$ cat config.mk
export PLATFORM = sky130hd
export DESIGN_NAME = mips_alu_muldiv
export DESIGN_NICKNAME = d
export VERILOG_FILES = /design/src/rtl/mips_alu_pkg.sv /design/src/rtl/mips_muldiv_iter.sv /design/src/rtl/mips_alu_muldiv.sv
export SDC_FILE = /design/constraint.sdc
export NUM_CORES = 1
export LEC_CHECK = 0
export ABC_AREA = 1
export BUFFER_PORTS_ARGS = -buffer_cell sky130_fd_sc_hd__buf_2
export CORE_ASPECT_RATIO = 0.7
export CORE_MARGIN = 2
export CORE_UTILIZATION = 40
export DETAILED_ROUTE_END_ITERATION = 8
export PLACE_DENSITY = 0.52
export SLEW_MARGIN = 30
export SYNTH_ARGS = -nofsm -noshare
export SYNTH_HDL_FRONTEND = slang
export SYNTH_SLANG_ARGS = --single-unit
$ cat constraint.sdc
create_clock -name clk -period 10.8 [get_ports clk]
set_clock_uncertainty 0.15 [all_clocks]
set_input_delay 1.62 -clock clk [delete_from_list [all_inputs] [get_ports clk]]
set_output_delay 1.62 -clock clk [all_outputs]
set_load 0.005 [all_outputs]
$ cat src/rtl/mips_alu_pkg.sv
// Shared definitions for the execute-stage ALU with iterative mul/div:
// ALUControl encoding, mul/div FSM state type and an op classifier.
package mips_alu_pkg;

    localparam logic [3:0] ALU_AND   = 4'b0000;
    localparam logic [3:0] ALU_OR    = 4'b0001;
    localparam logic [3:0] ALU_ADD   = 4'b0010;
    localparam logic [3:0] ALU_LUI   = 4'b0011;
    localparam logic [3:0] ALU_XOR   = 4'b0100;
    localparam logic [3:0] ALU_ZERO  = 4'b0101;
    localparam logic [3:0] ALU_SUB   = 4'b0110;
    localparam logic [3:0] ALU_SLTU  = 4'b0111;
    localparam logic [3:0] ALU_SLT   = 4'b1000;
    localparam logic [3:0] ALU_MULT  = 4'b1001;
    localparam logic [3:0] ALU_MULTU = 4'b1010;
    localparam logic [3:0] ALU_DIV   = 4'b1011;
    localparam logic [3:0] ALU_NOR   = 4'b1100;
    localparam logic [3:0] ALU_DIVU  = 4'b1101;
    localparam logic [3:0] ALU_MFHI  = 4'b1110;
    localparam logic [3:0] ALU_MFLO  = 4'b1111;

    typedef enum logic [1:0] {
        ST_IDLE = 2'd0,
        ST_MUL  = 2'd1,
        ST_DIV  = 2'd2,
        ST_FIX  = 2'd3
    } md_state_t;

    function automatic logic is_muldiv(input logic [3:0] op);
        return (op == ALU_MULT) || (op == ALU_MULTU) ||
               (op == ALU_DIV)  || (op == ALU_DIVU);
    endfunction

endpackage

$ cat src/rtl/mips_muldiv_iter.sv
// Iterative multiply/divide unit with architectural HI/LO.
// Handshake: start is sampled only while IDLE; busy is high whenever the FSM
// is not IDLE; done is a one-cycle registered pulse in the cycle HI/LO first
// show the new result. Operands are captured at launch, so A/B/op may change
// freely while busy.
// Multiply: shift-add on magnitudes, product accumulates in {acc, wlo}.
// Divide: restoring, remainder in acc, dividend shifts out / quotient in wlo.
module mips_muldiv_iter
    import mips_alu_pkg::*;
#(
    parameter int WIDTH = 32
) (
    input  logic             clk,
    input  logic             reset,
    input  logic             start,
    input  logic [3:0]       op,
    input  logic [WIDTH-1:0] A,
    input  logic [WIDTH-1:0] B,
    output logic             busy,
    output logic             done,
    output logic [WIDTH-1:0] hi,
    output logic [WIDTH-1:0] lo
);

    localparam int CNT_W = $clog2(WIDTH) + 1;

    md_state_t          state_q, state_d;
    logic [CNT_W-1:0]   cnt_q, cnt_d;
    logic [WIDTH-1:0]   acc_q, acc_d;
    logic [WIDTH-1:0]   wlo_q, wlo_d;
    logic [WIDTH-1:0]   opb_q, opb_d;
    logic [3:0]         op_q, op_d;
    logic               neg_a_q, neg_a_d;
    logic               neg_b_q, neg_b_d;
    logic [WIDTH-1:0]   hi_q, hi_d;
    logic [WIDTH-1:0]   lo_q, lo_d;
    logic               done_q, done_d;

    logic               signed_op;
    logic [WIDTH-1:0]   mag_a, mag_b;
    logic [WIDTH:0]     mul_sum;
    logic [WIDTH:0]     div_shift;
    logic [WIDTH:0]     div_trial;
    logic [2*WIDTH-1:0] prod;

    // Next-state, datapath step and HI/LO commit.
    always_comb begin
        state_d   = state_q;
        cnt_d     = cnt_q;
        acc_d     = acc_q;
        wlo_d     = wlo_q;
        opb_d     = opb_q;
        op_d      = op_q;
        neg_a_d   = neg_a_q;
        neg_b_d   = neg_b_q;
        hi_d      = hi_q;
        lo_d      = lo_q;
        done_d    = 1'b0;

        signed_op = (op == ALU_MULT) || (op == ALU_DIV);
        mag_a     = (signed_op && A[WIDTH-1]) ? -A : A;
        mag_b     = (signed_op && B[WIDTH-1]) ? -B : B;
        mul_sum   = {1'b0, acc_q} + (wlo_q[0] ? {1'b0, opb_q} : '0);
        div_shift = {acc_q, wlo_q[WIDTH-1]};
        // Bit WIDTH of the trial is set exactly when the divisor does not fit.
        div_trial = div_shift - {1'b0, opb_q};
        prod      = {acc_q, wlo_q};

        case (state_q)
            ST_IDLE: begin
                if (start && is_muldiv(op)) begin
                    op_d    = op;
                    cnt_d   = '0;
                    neg_a_d = signed_op & A[WIDTH-1];
                    neg_b_d = signed_op & B[WIDTH-1];
                    opb_d   = mag_b;
                    acc_d   = '0;
                    wlo_d   = mag_a;
                    if ((op == ALU_MULT) || (op == ALU_MULTU)) begin
                        state_d = ST_MUL;
                    end else if (B == '0) begin
                        // Divide by zero: preload the final answer, no fix-up.
                        acc_d   = A;
                        wlo_d   = '1;
                        neg_a_d = 1'b0;
                        neg_b_d = 1'b0;
                        state_d = ST_FIX;
                    end else begin
                        state_d = ST_DIV;
                    end
                end
            end
            ST_MUL: begin
                acc_d = mul_sum[WIDTH:1];
                wlo_d = {mul_sum[0], wlo_q[WIDTH-1:1]};
                cnt_d = cnt_q + CNT_W'(1);
                if (cnt_q == CNT_W'(WIDTH - 1)) state_d = ST_FIX;
            end
            ST_DIV: begin
                if (!div_trial[WIDTH]) begin
                    acc_d = div_trial[WIDTH-1:0];
                    wlo_d = {wlo_q[WIDTH-2:0], 1'b1};
                end else begin
                    acc_d = div_shift[WIDTH-1:0];
                    wlo_d = {wlo_q[WIDTH-2:0], 1'b0};
                end
                cnt_d = cnt_q + CNT_W'(1);
                if (cnt_q == CNT_W'(WIDTH - 1)) state_d = ST_FIX;
            end
            ST_FIX: begin
                if ((op_q == ALU_MULT) || (op_q == ALU_MULTU)) begin
                    if (neg_a_q ^ neg_b_q) prod = -prod;
                    hi_d = prod[2*WIDTH-1:WIDTH];
                    lo_d = prod[WIDTH-1:0];
                end else begin
                    // Quotient truncates toward zero; remainder follows dividend.
                    lo_d = (neg_a_q ^ neg_b_q) ? -wlo_q : wlo_q;
                    hi_d = neg_a_q ? -acc_q : acc_q;
                end
                done_d  = 1'b1;
                state_d = ST_IDLE;
            end
            default: state_d = ST_IDLE;
        endcase
    end

    // State and working/architectural registers; reset discards any op.
    always_ff @(posedge clk or posedge reset) begin
        if (reset) begin
            state_q <= ST_IDLE;
            cnt_q   <= '0;
            acc_q   <= '0;
            wlo_q   <= '0;
            opb_q   <= '0;
            op_q    <= ALU_AND;
            neg_a_q <= 1'b0;
            neg_b_q <= 1'b0;
            hi_q    <= '0;
            lo_q    <= '0;
            done_q  <= 1'b0;
        end else begin
            state_q <= state_d;
            cnt_q   <= cnt_d;
            acc_q   <= acc_d;
            wlo_q   <= wlo_d;
            opb_q   <= opb_d;
            op_q    <= op_d;
            neg_a_q <= neg_a_d;
            neg_b_q <= neg_b_d;
            hi_q    <= hi_d;
            lo_q    <= lo_d;
            done_q  <= done_d;
        end
    end

    assign busy = (state_q != ST_IDLE);
    assign done = done_q;
    assign hi   = hi_q;
    assign lo   = lo_q;

endmodule

$ cat src/rtl/mips_alu_muldiv.sv
// Execute-stage ALU: combinational logic/arithmetic ops plus an iterative
// mul/div unit with HI/LO. Control stalls on busy.
// Optional macro MIPS_ALU_OVF_EN adds a combinational Overflow output that
// flags signed overflow for ADD/SUB.
module mips_alu_muldiv
    import mips_alu_pkg::*;
#(
    parameter int WIDTH = 32
) (
    input  logic             clk,
    input  logic             reset,
    input  logic [WIDTH-1:0] A,
    input  logic [WIDTH-1:0] B,
    input  logic [3:0]       ALUControl,
    input  logic             start,
    output logic [WIDTH-1:0] Result,
    output logic             Zero,
    output logic             busy,
    output logic             done
`ifdef MIPS_ALU_OVF_EN
    ,
    output logic             Overflow
`endif
);

    logic [WIDTH-1:0] hi, lo;
    logic [WIDTH-1:0] sum, diff;

    mips_muldiv_iter #(.WIDTH(WIDTH)) u_muldiv (
        .clk   (clk),
        .reset (reset),
        .start (start),
        .op    (ALUControl),
        .A     (A),
        .B     (B),
        .busy  (busy),
        .done  (done),
        .hi    (hi),
        .lo    (lo)
    );

    assign sum  = A + B;
    assign diff = A - B;

    // Single-cycle result mux; mul/div launch codes read as zero.
    always_comb begin
        Result = '0;
        case (ALUControl)
            ALU_AND:  Result = A & B;
            ALU_OR:   Result = A | B;
            ALU_ADD:  Result = sum;
            ALU_SUB:  Result = diff;
            ALU_SLTU: Result = {{(WIDTH-1){1'b0}}, (A < B)};
            ALU_SLT:  Result = {{(WIDTH-1){1'b0}}, ($signed(A) < $signed(B))};
            ALU_XOR:  Result = A ^ B;
            ALU_NOR:  Result = ~(A | B);
            ALU_LUI:  Result = B << (WIDTH / 2);
            ALU_MFHI: Result = hi;
            ALU_MFLO: Result = lo;
            default:  Result = '0;
        endcase
    end

    assign Zero = (Result == '0);

`ifdef MIPS_ALU_OVF_EN
    // Signed overflow: result sign disagrees with what the operand signs imply.
    always_comb begin
        Overflow = 1'b0;
        if (ALUControl == ALU_ADD)
            Overflow = (A[WIDTH-1] == B[WIDTH-1]) && (sum[WIDTH-1] != A[WIDTH-1]);
        else if (ALUControl == ALU_SUB)
            Overflow = (A[WIDTH-1] != B[WIDTH-1]) && (diff[WIDTH-1] != A[WIDTH-1]);
    end
`endif

endmodule
==> metrics.txt <==
run status=complete, no violations; area delta synth->final=6.92%; Design Power=7.06 mW; share of the cycle needed by the critical path after routing=63.4%; fraction of the yosys area taken by sequential cells=18.5%; Hold Crit Class=reg2reg; total CTS buffers=17; placement-stage cell area=~0.025 mm²; unrepaired setup endpoints after global routing=no; required time worst endpoint=9.03 ns; CTS tree=built; startpoint of the worst register-to-register path=u_muldiv.wlo_q[31]; first-pass GRT wire length=168000 µm; horizontal die dimension=295 µm; Slowest-stage cell, CP=nor2_1; standard-cell rows=74; most frequent cell on the critical path=nand2_1; switching power=about 4.2 mW; Longest Clk Path Bufs=2; Buf/Inv on CP=3; combinational share of power=71.3%; nets@finish=around 4300; CP Max Fanout=7; worst reg2reg path depth=18; average cell area after synthesis=5.81 µm²; number of nets produced by synthesis=between 4000 and 5000; estimated wirelength of the detail-placed design=between 90000 and 100000 µm; biggest area contributors in the synthesized netlist=nand2_1 19%, dfrtp_1 18%, inv_1 9.5%, ha_1 9.1%, nand3_1 6.9%; overall global routing resource usage=37.3%; R2R Setup Slk=roughly 6.8 ns; critical path arrival=about 5.1 ns; share of post-route cells with drive strength above 1=6.68%; buffers inserted by post-CTS timing repair=0; origin of the worst min-delay path=u_muldiv.op_q[3]; static power due to leakage=13.1 nW; relative slew slack=roughly 34%; max-slew violations=0; I/O pin count=106; area fraction of the dominant cell type after synthesis=around 19%; number of maximum-capacitance violations=0; final weighted congestion of routability-driven global placement=1.01; Netlist cell types=approximately 60; Worst Hold Endpoint=u_muldiv.op_q[3]; crit path from=B[4]; Placeable Area=0.0584 mm²; commonest non-fill, non-tap cell in the layout=nand2_1; cell accounting for the most synthesized area=nand2_1; antenna violations before repair=4; die area=0.0613 mm²; final hold slack=0.309 ns; clock period minus worst slack=~7 ns; # hold bufs at CTS=0; destination of the worst register-to-register timing path=u_muldiv.acc_q[27]; startpoint kind of the worst setup timing path=input pin; Slew @ Worst Pin=0.977 ns; max incr delay on CP=between 0.5 and 0.6 ns; final antenna-violating net count=0; Setup CP Type=in2out; clock transition at the registers of the reported paths=0.07 ns; Iteration-0 DRC Markers=~3900; level count of the clock H-tree=4; Gates resized, CTS repair=0; Pwr Density=278 mW/mm²; largest delay contributor family on the critical path=simple AND/OR/NAND/NOR gates; clock latency at the later pin of the worst-skew pair=0.45 ns; count of input and output buffers=105; highest clock frequency the design can meet=146 MHz; Syn. warnings=0; drt pass-1 iters=7; number of flops mapped to enable cells by yosys=0; CTS root buffer=clkbuf_16; net switching fraction of the power=60.1%; remaining routing DRC violations=0; ratio of routed vias to standard cells=5.66; initial cell density of the core=40.6%; VDD IR max=0.434 mV; drt total wl=116000 µm; most common flop cell mapped by yosys=dfrtp_1; number of endpoints failing setup at the final stage=0; detail-routed net length per standard cell=23.7 µm; crit end category=primary output; synthesized flop and latch total=approximately 180; number of endpoints with negative hold slack in the final report=0; vias in the first global route=24500; Clk network pwr share=under 10%; total clock sinks=175; final non-filler cell area=0.0253 mm²; cells along the critical path=buf_2 -> inv_1 -> ha_1 -> nand2_1 -> nor2_1 -> nand2_1 -> nand3_1 -> nand2_1 -> nand2_2 -> nand2_1 -> nand2_1 -> nand2_1 -> nand3_1 -> nand3_1 -> nor2_1 -> nand2_1 -> nor2_1 -> nand2_1 -> nor2_1 -> buf_2; most frequent cells in the layout=1212 x nand2_1, 596 x inv_1, 398 x nor2_1, 329 x nand3_1, 258 x o21ai_0; pin count of the biggest net entering global routing=~110; share of async-settable or async-resettable flops after synthesis=100%; total global routing overflow=0; number of cells on the worst hold path=2; part of the power in registers=19.5%; routed vias=~28000; synthesized area=0.0237 mm²; internal power component=between 2 and 3 mW; die extent in y=about 210 µm; Sum Neg Setup Slack=0 ns; number of cells produced by synthesis=4081
-- power by group through the flow --
stage               registers (mW)  logic (mW)  clock network, mW
CTS                           1.36        4.87              0.659
global route                  1.41        5.53              0.686
global placement              1.37        4.84                  0
floorplan                     1.18        3.46                  0
detailed placement            1.37        4.84                  0
finish                        1.37        5.03              0.651
-- area by class of cell --
class | instances | area, µm²
Tap cell | 798 | 998
Sequential cell | 175 | 4380
Multi-Input combinational cell | 3145 | 16300
Timing Repair Buffer | 129 | 706
Inverter | 623 | 2350
Fill cell | 6635 | 33100
Clock inverter | 12 | 133
Antenna cell | 6 | 15.0
Clock buffer | 20 | 457
-- synth_stat cells, types with 5 or more instances --
library cell,number
or2_2,6
a221oi_1,12
dfrtp_1,175
nand2_2,18
nand3_1,329
o21ai_1,60
nor2_2,19
buf_4,7
o21a_1,9
nor3_2,8
nor2_1,400
o21bai_1,21
inv_2,21
o21ai_0,258
nor3_1,59
o221ai_1,15
buf_2,46
o2111ai_1,5
inv_1,599
clkbuf_1,61
xnor2_1,25
nor4_1,14
nand3_2,8
o211ai_1,18
a21oi_1,221
a211oi_1,10
o22ai_1,33
buf_1,9
a31oi_1,20
nand2_1,1213
buf_6,11
xor2_1,87
nand4_1,52
and2_1,5
ha_1,172
-- how the worst max path moves through the flow --
stage                              endpoint  cells past startpoint
after floorplan           u_muldiv.acc_q[0]                      1
after global placement                 Zero                     19
after detailed placement               Zero                     19
after CTS                              Zero                     19
after global routing                   Zero                     20
final                                  Zero                     20
-- metrics by stage --
stage | instances | util (%) | worst slack (ns)
finish | 4908 | 43.4 | 3.96
global route | 4903 | 43.4 | 3.88
CTS | 4902 | 43.3 | 4.25
detailed placement | 4870 | 42.3 | 4.25
global placement | 4870 | 42.3 | 4.15
floorplan | 4081 | - | 4.28
-- tightest hold or removal path: stages, from the launching register on --
cell	delay, ns
dfrtp_1	0.32
inv_1	0.05
nand2_1	0.06
-- layer usage --
metal / wire length, µm / up-vias / global-route usage, %
li1: - / 13200 / -
met1: 56400 / 12900 / 59.3
met2: 41900 / 1586 / 46.7
met3: 16200 / 88 / 13.6
met4: 1720 / 4 / 5.54
met5: 115 / - / 0
-- state kept, by name (all words and copies together), names as in the netlist --
name,flops
u_muldiv.neg_b_q,1
u_muldiv.cnt_q,6
u_muldiv.hi,32
u_muldiv.op_q,4
u_muldiv.neg_a_q,1
u_muldiv.acc_q,32
u_muldiv.lo,32
u_muldiv.wlo_q,32
u_muldiv.state_q,2
u_muldiv.done,1
u_muldiv.opb_q,32
-- cells by family (layout without fill, tap and decap cells) --
kind of cell             count (synthesis)  after routing  synth area share [%]
adder cells (fa/ha/maj)                176            176                  9.42
AND/OR/NAND/NOR                       2153           2153                  38.5
AO/OA/AOI/OAI                          704            704                  16.6
flip-flops                             175            175                  18.5
buffers and inverters                  761            784                  12.8
XOR/XNOR                               112            112                  4.14
other                                    0              6                     0
(Power assumes the default switching activity.)
